File: src/rtl/dir_pkg.sv
// Shared direction codes, FIFO depth and repeat-state encoding for dir_event_tx.
package dir_pkg;

  typedef enum logic [1:0] {
    RIGHT = 2'd0,
    LEFT  = 2'd1,
    UP    = 2'd2,
    DOWN  = 2'd3
  } dir_e;

  typedef enum logic [1:0] {
    IDLE   = 2'd0,
    HOLD   = 2'd1,
    REPEAT = 2'd2
  } rep_state_e;

  localparam int FIFO_DEPTH = 4;

  // Fixed priority among simultaneous presses: right > left > up > down.
  function automatic dir_e prio_pick(input logic [3:0] p);
    if (p[0])      return RIGHT;
    else if (p[1]) return LEFT;
    else if (p[2]) return UP;
    else           return DOWN;
  endfunction

endpackage

File: src/rtl/dir_debounce.sv
// One-button debouncer: level after 4 consecutive high samples, press on its rising edge.
// Latency: level 4 edges after raw rises; press is combinational from the registered level.
module dir_debounce (
  input  logic clk_20,
  input  logic rst,
  input  logic raw,
  output logic level,
  output logic press
);

  logic [3:0] sr_q, sr_d;
  logic       prev_q, prev_d;

  always_comb begin
    sr_d   = {sr_q[2:0], raw};
    prev_d = &sr_q;
  end

  always_ff @(posedge clk_20 or posedge rst) begin
    if (rst) begin
      sr_q   <= 4'b0000;
      prev_q <= 1'b0;
    end else begin
      sr_q   <= sr_d;
      prev_q <= prev_d;
    end
  end

  assign level = &sr_q;
  assign press = level & ~prev_q;

endmodule

File: src/rtl/dir_event_tx.sv
// Debounced direction-button event source into a 4-entry FIFO; press enqueued 5 edges after raw rises.
// Valid/ready output; pushes into a full FIFO without a pop are dropped and set sticky overflow. Auto-repeat: DIR_EVENT_AUTOREPEAT_EN.
module dir_event_tx
  import dir_pkg::*;
#(
  parameter int REPEAT_DELAY  = 48,
  parameter int REPEAT_PERIOD = 10
) (
  input  logic       clk_20,
  input  logic       rst,
  input  logic       right,
  input  logic       left,
  input  logic       up,
  input  logic       down,
  input  logic       ev_ready,
  output logic       ev_valid,
  output logic [1:0] ev_dir,
  output logic [3:0] held,
  output logic [2:0] fifo_count,
  output logic       overflow
);

  logic [3:0] raw;
  logic [3:0] level;
  logic [3:0] press;
  logic       press_vld;
  dir_e       press_dir;
  logic       push_vld;
  dir_e       push_dir;

  assign raw = {down, up, left, right};

  for (genvar g = 0; g < 4; g++) begin : g_deb
    dir_debounce u_deb (
      .clk_20 (clk_20),
      .rst    (rst),
      .raw    (raw[g]),
      .level  (level[g]),
      .press  (press[g])
    );
  end

  assign press_vld = |press;
  assign press_dir = prio_pick(press);

`ifdef DIR_EVENT_AUTOREPEAT_EN
  rep_state_e  state_q, state_d;
  dir_e        act_q, act_d;
  logic [15:0] cnt_q, cnt_d;
  logic        rep_push;

  always_comb begin
    state_d  = state_q;
    act_d    = act_q;
    cnt_d    = cnt_q + 16'd1;
    rep_push = 1'b0;
    // A fresh press always wins over a repeat due in the same cycle.
    if (press_vld) begin
      state_d = HOLD;
      act_d   = press_dir;
      cnt_d   = 16'd0;
    end else begin
      case (state_q)
        HOLD: begin
          if (!level[act_q]) begin
            state_d = IDLE;
            cnt_d   = 16'd0;
          end else if (cnt_q == 16'(REPEAT_DELAY - 1)) begin
            state_d  = REPEAT;
            rep_push = 1'b1;
            cnt_d    = 16'd0;
          end
        end
        REPEAT: begin
          if (!level[act_q]) begin
            state_d = IDLE;
            cnt_d   = 16'd0;
          end else if (cnt_q == 16'(REPEAT_PERIOD - 1)) begin
            rep_push = 1'b1;
            cnt_d    = 16'd0;
          end
        end
        default: cnt_d = 16'd0;
      endcase
    end
  end

  always_ff @(posedge clk_20 or posedge rst) begin
    if (rst) begin
      state_q <= IDLE;
      act_q   <= RIGHT;
      cnt_q   <= 16'd0;
    end else begin
      state_q <= state_d;
      act_q   <= act_d;
      cnt_q   <= cnt_d;
    end
  end

  assign push_vld = press_vld | rep_push;
  assign push_dir = press_vld ? press_dir : act_q;
`else
  localparam int unused_repeat_cfg = REPEAT_DELAY + REPEAT_PERIOD;

  assign push_vld = press_vld;
  assign push_dir = press_dir;
`endif

  dir_e       mem_q [FIFO_DEPTH];
  dir_e       mem_d [FIFO_DEPTH];
  logic [1:0] wr_ptr_q, wr_ptr_d;
  logic [1:0] rd_ptr_q, rd_ptr_d;
  logic [2:0] count_q, count_d;
  logic       ovf_q, ovf_d;
  logic       full;
  logic       pop;
  logic       wr_en;

  assign full  = (count_q == 3'(FIFO_DEPTH));
  assign pop   = (count_q != 3'd0) && ev_ready;
  // A same-cycle pop frees the slot, so a full FIFO still accepts the push.
  assign wr_en = push_vld && (!full || pop);

  always_comb begin
    mem_d    = mem_q;
    wr_ptr_d = wr_ptr_q;
    rd_ptr_d = rd_ptr_q;
    count_d  = count_q;
    ovf_d    = ovf_q | (push_vld && full && !pop);
    if (wr_en) begin
      mem_d[wr_ptr_q] = push_dir;
      wr_ptr_d        = wr_ptr_q + 2'd1;
    end
    if (pop) begin
      rd_ptr_d = rd_ptr_q + 2'd1;
    end
    case ({wr_en, pop})
      2'b10:   count_d = count_q + 3'd1;
      2'b01:   count_d = count_q - 3'd1;
      default: count_d = count_q;
    endcase
  end

  always_ff @(posedge clk_20 or posedge rst) begin
    if (rst) begin
      for (int i = 0; i < FIFO_DEPTH; i++) mem_q[i] <= RIGHT;
      wr_ptr_q <= 2'd0;
      rd_ptr_q <= 2'd0;
      count_q  <= 3'd0;
      ovf_q    <= 1'b0;
    end else begin
      mem_q    <= mem_d;
      wr_ptr_q <= wr_ptr_d;
      rd_ptr_q <= rd_ptr_d;
      count_q  <= count_d;
      ovf_q    <= ovf_d;
    end
  end

  assign ev_valid   = (count_q != 3'd0);
  assign ev_dir     = mem_q[rd_ptr_q];
  assign held       = level;
  assign fifo_count = count_q;
  assign overflow   = ovf_q;

endmodule

File: config.mk
export PLATFORM = sky130hd
export DESIGN_NAME = dir_event_tx
export DESIGN_NICKNAME = d
export VERILOG_FILES = /design/src/rtl/dir_pkg.sv /design/src/rtl/dir_debounce.sv /design/src/rtl/dir_event_tx.sv
export SDC_FILE = /design/constraint.sdc
export NUM_CORES = 1
export LEC_CHECK = 0
export CAP_MARGIN = 15
export CORE_ASPECT_RATIO = 0.9
export CORE_MARGIN = 2
export CORE_UTILIZATION = 54
export DETAILED_ROUTE_END_ITERATION = 7
export PLACE_DENSITY_LB_ADDON = 0.15
export RECOVER_POWER = 100
export SLEW_MARGIN = 40
export SYNTH_ARGS = -nofsm -noshare
export SYNTH_HDL_FRONTEND = slang
export SYNTH_SLANG_ARGS = --single-unit
File: constraint.sdc
create_clock -name clk_20 -period 2.4 [get_ports clk_20]
set_input_delay 0.48 -clock clk_20 [delete_from_list [all_inputs] [get_ports clk_20]]
set_output_delay 0.48 -clock clk_20 [all_outputs]
set_load 0.05 [all_outputs]
Word-level counts from Yosys, hierarchy flattened:

Cells that the tools add are included.
W data, S select, Z words.

* add/sub/neg operators: 4
* $mul: 0
* div/mod/pow operators: 0
* magnitude comparators: 3
* eq/ne operators: 3
* shifts and indexed selects: 0
* multiplexer cells: 10
* bitwise logic cells: 11
* reductions and logical operators: 15

Operators by type and width (number)
* $reduce_and A4 Y1: 4
* $mux W2: 5
* $bwmux W8: 1
* $ge A3 B3 Y1 const B: 2
* $not A2 Y3: 2
* $pmux W3 S2: 1
* $logic_and A1 B1 Y1: 5
* $add A2 B1 Y2 const B: 2
* $and A1 B1 Y1: 4
* $bmux W2 S2: 1
* $demux W2 S2: 1
* $not A1 Y1: 4
* $reduce_or A4 Y1: 1
* $add A3 B1 Y3 const B: 1
* $eq A3 B3 Y1 const B: 1
* $lt A3 B1 Y1 const B: 1
* $reduce_bool A3 Y1: 1
* $sub A3 B1 Y3 const B: 1
* $eq A2 B1 Y1 const B: 1
* $eq A2 B2 Y1 const B: 1
* $logic_not A1 Y1: 2
* $reduce_bool A2 Y1: 1
* $logic_or A1 B1 Y1: 1
* $mux W1: 1
* $or A1 B1 Y1: 1

* register bits: 36
* bits in latches: 0
* bits in writable memories: 0
* bits in read-only memories: 0
* bits of input ports: 7
* word-level logic and storage cells: 62
* memories kept: 0

Logic depth before layout (Yosys ltp):

* depth after elaboration: 6
* gate-level depth with buffers: 9
* mapped depth without buffers: 9

By module:

Synthesis repeated with hierarchy kept, for this count alone.

* cell total of the unflattened synthesis: 108
* area total of the unflattened synthesis: 1512.7 µm²

Modules (own cells, without submodules)
* dir_event_tx: instances 1, cells an instance 76, area an instance 897.1 µm², seq. area each 400.4 µm²
* dir_debounce: instances 4, cells an instance 8, area an instance 153.9 µm², seq. area each 125.1 µm²

Least setup slack after synthesis:

OpenSTA, ideal clock, no wires.

* kind: register -> register
* start: register count_q[0], in the netlist fifo_count[0]
* end: register count_q[2], in the netlist fifo_count[2]
* library setup time: 0.082 ns
* arrival: 2.413 ns
* data required time: 2.318 ns
* slack: -0.095 ns
* cell stages (with the launch flop): 9
* cells stage by stage: dfrtp_1 > or3_1 > and2_1 > ha_1 > inv_1 > fa_1 > xor2_1 > nor2_1 > xor2_1

* word-level cells in the longest chain between the ends: 6

RTL lines
* start: declaration: RTL line dir_event_tx.sv:113 `logic [2:0] count_q, count_d;`
* start signal: assignment: RTL line dir_event_tx.sv:155 `count_q <= count_d;`
* $reduce_bool A3 Y1 (*)
* named net ev_valid: RTL line dir_event_tx.sv:16 `output logic ev_valid,`
* $logic_and A1 B1 Y1 (*): RTL line dir_event_tx.sv:120 `assign pop = (count_q != 3'd0) && ev_ready;`
* named net pop: RTL line dir_event_tx.sv:116 `logic pop;`
* $logic_or A1 B1 Y1: RTL line dir_event_tx.sv:122 `assign wr_en = push_vld && (!full || pop);`
* $logic_and A1 B1 Y1: RTL line dir_event_tx.sv:122
* $eq A2 B1 Y1 / $eq A2 B2 Y1 (equally long branches): RTL line dir_event_tx.sv:137 `case ({wr_en, pop})`
* $pmux W3 S2 / $reduce_bool A2 Y1 (equally long branches)

The timed path passes the listed nets; every way through them passes the cells marked *.
A chain may end at the register's enable or synchronous reset.

Final worst setup path:

* start: register g_deb[3].u_deb.sr_q[2]
* end: output held[3]

* word-level cells in the longest chain between the ends: 1

RTL lines
* start: declaration: RTL line dir_debounce.sv:11 `logic [3:0] sr_q, sr_d;`
* start signal: assignment: RTL line dir_debounce.sv:24 `sr_q <= sr_d;`
* $reduce_and A4 Y1: RTL line dir_debounce.sv:29 `assign level = &sr_q;`
* end: declaration: RTL line dir_event_tx.sv:18 `output logic [3:0] held,`

No other way between the ends.

==> impl_metrics.json <==
{
  "cp.required_ps": 1920,
  "syn_inst": 100,
  "antenna_cells": 0,
  "seq_area_frac_synth_pct": 59.9,
  "drive_gt1_share_pct": 16.8,
  "cp-end-kind": "primary output",
  "fin_crit_sh_pct": 95.6,
  "syn_nets": 113,
  "vias_per_cell": 5.23,
  "numPortBuffers": 17,
  "ys_types": 27,
  "coreArea_um2": 2700,
  "max_freq_mhz": 436,
  "die-area_um2": 3230,
  "yosysTopAreaCell": "dfrtp_1",
  "vias": 810,
  "fin_skew_ps": 7.89,
  "htree_levels": 2,
  "rsz0062_at_grt": "no",
  "path_cells": "and4_1, clkdlybuf4s50_1",
  "antenna_found_initial": 0,
  "worstSetupPathType": "reg -> out",
  "p_leak_nw": 0.773,
  "peakVddDrop_mv": 0.611,
  "initialDrtViolationCount": 28,
  "layout_min_cycle_time_ps": 2300,
  "drcViolationCount": 0,
  "critPathMaxFanout": 3,
  "hold_viol": 0,
  "arrival_ps": 1820,
  "ios": 18,
  "hp-class": "reg -> reg",
  "yosysWarnings": 0,
  "die_x_um": 59.7,
  "grt_max_degree": 37,
  "cp_slowest_cell": "clkdlybuf4s50_1",
  "max_slew.worst_pin.slew_ps": 835,
  "ys_ff_latch": 36,
  "nets": 137,
  "cts_sinks": 36,
  "die_y_um": 54.1,
  "synth_area_um2": 1510,
  "clkLatencyLatePin_ps": 340,
  "start_util_pct": 55.7,
  "overflow": 0,
  "p_per_area_nw_per_um2": 1160,
  "root_buffer": "clkbuf_4",
  "cts_buffers": 5,
  "grt_pass1_vias": 874,
  "rows": 18,
  "place_hpwl_mm": 1.75,
  "routed_wl_mm": 2.32,
  "reg2regPathDepth": 8,
  "min_delay_path_depth": 0,
  "tns_ps": 0,
  "setup_viol": 0,
  "finalPower_mw": 2.05,
  "wl_per_cell_um": 14.9,
  "clock_path_buffers": 2,
  "grtUsageTotal_pct": 18.0,
  "yosysTopAreaCellShare_pct": 59.9,
  "synthTopCellsByArea": "dfrtp_1 (60%), mux2_1 (6.0%), ha_1 (4.2%), mux4_2 (3.0%), nand4_4 (2.8%)",
  "status": "finished, final reports clean",
  "firstDrtPassIters": 4,
  "path_clk_slew_ps": 100,
  "max-cap-violations": 0,
  "cts_tree": "built",
  "gp_congestion": 0.687,
  "maxSlewViolCount": 0,
  "startpoint_type": "flip-flop",
  "relSlewSlack_pct": 44.3,
  "antenna_left": 0,
  "syn2layout_area_growth_pct": 17.0,
  "grt_pass1_wl_mm": 4.06,
  "syn_avg_cell_area_um2": 15.1,
  "crit_path_max_incr_delay_ps": 830
}
[cell usage in the layout, fill, tap and decap left out]
master / n
nor4b_4: 1
and4_1: 1
o22ai_4: 1
nand2_1: 1
nand4_1: 1
clkbuf_4: 5
nand2b_1: 1
nor2_1: 4
o32a_2: 1
dlygate4sd2_1: 2
clkbuf_2: 1
o2bb2ai_2: 1
o21ai_0: 5
or3_2: 1
nand4_4: 2
clkbuf_1: 3
xnor2_1: 3
buf_4: 2
nor2b_1: 4
mux2i_1: 1
fa_1: 1
o21bai_2: 1
mux4_2: 2
dfrtp_1: 36
dlygate4sd3_1: 9
clkinv_2: 1
clkdlybuf4s50_1: 5
mux2_1: 8
xor2_1: 3
ha_1: 5
mux2_4: 1
inv_1: 10
and2_0: 1
bufinv_16: 1
[metrics by stage]
stage	hold WS, ps	utilization [%]	instances	instance area [µm²]	setup WS [ps]
2_1_floorplan	347	-	100	1510	90.9
3_3_place_gp	356	63.6	147	1720	8.47
3_5_place_dp	367	63.6	147	1720	-113
4_1_cts	392	66.3	155	1790	33.3
5_1_grt	398	65.1	155	1760	21.2
6_report	388	65.1	155	1760	105
[routing by layer]
metal  GRT usage [%]  vias up  share of wire, %
met2            29.0       15                49
met4            8.89        0               2.3
met3            5.05        6               3.2
met1            22.4      406                45
li1                -      383                 -
met5               0        -                 0
[final timing paths]
| path | startpoint | to | slack, ps |
|---|---|---|---|
| max in group asynchronous | rst | mem_q[5]$_DFFE_PP0P_ | 1060 |
| worst min-delay path | g_deb[2].u_deb.sr_q[1]$_DFF_PP0_ | g_deb[2].u_deb.sr_q[2]$_DFF_PP0_ | 390 |
| worst max-delay path | g_deb[3].u_deb.sr_q[2]$_DFF_PP0_ | held[3] | 100 |
| worst min register to register | g_deb[2].u_deb.sr_q[1]$_DFF_PP0_ | g_deb[2].u_deb.sr_q[2]$_DFF_PP0_ | 390 |
| min in group asynchronous | rst | overflow$_DFF_PP0_ | 810 |
| worst max register to register | fifo_count[0]$_DFFE_PP0P_ | fifo_count[2]$_DFFE_PP0P_ | 300 |
[sequential cells by signal, summed over array words and instances, names as in the netlist]
register / flops
fifo_count: 3
g_deb.u_deb.prev_q: 4
g_deb.u_deb.sr_q: 16
mem_q: 8
overflow: 1
rd_ptr_q: 2
wr_ptr_q: 2
[synthesized netlist by cell type]
| cell | instances |
|---|---|
| nor2_1 | 4 |
| and4_1 | 1 |
| mux2i_1 | 1 |
| mux4_2 | 2 |
| mux2_1 | 8 |
| nand4_1 | 1 |
| and2_1 | 1 |
| nor4b_4 | 1 |
| nand2b_1 | 1 |
| o32a_2 | 1 |
| fa_1 | 1 |
| ha_1 | 5 |
| inv_1 | 10 |
| o21ai_0 | 1 |
| nand2_1 | 1 |
| buf_4 | 4 |
| o2bb2ai_2 | 1 |
| or3_1 | 1 |
| xor2_1 | 3 |
| o21ai_2 | 4 |
| dfrtp_1 | 36 |
| xnor2_1 | 3 |
| o22ai_4 | 1 |
| nand4_4 | 2 |
| o21bai_2 | 1 |
| mux2_4 | 1 |
| nor2b_1 | 4 |
[final cells by class]
class / instances / area, µm²
inverters: 10 / 37.5
well taps: 30 / 37.5
clock buffers: 6 / 41.3
multi-input cells: 50 / 523
flip-flops and latches: 36 / 901
repair buffers: 21 / 185
fillers: 227 / 942
clock inverters: 2 / 35.0
[repair_timing]
item                       CTS  global route
hold buffers                 0             0
setup buffers                0             0
setup endpoints to repair    2             1
gates resized for setup      2             1
[worst max-delay path, delay by kind of cell (launching register included)]
family / cells / cell delay [ps]
buffers and inverters: 1 / 830
DFF: 1 / 370
and+or+nand+nor: 1 / 280
[logic make-up after synthesis]
group / synth area share [%]
compound gates: 6.48
xor+xnor: 3.49
fa+ha+maj: 5.49
buf+inv: 4.49
flops: 59.9
mux: 10.6
simple gates: 9.56
[report_power, final]
group	switching (mW)	internal (mW)	leakage, nW	total (mW)
sequential	0.130	0.750	0.415	0.880
combinational	0.443	0.317	0.315	0.761
clock	0.190	0.218	0.0422	0.409
total	0.764	1.29	0.773	2.05
Power figures use the tool's default switching activity.
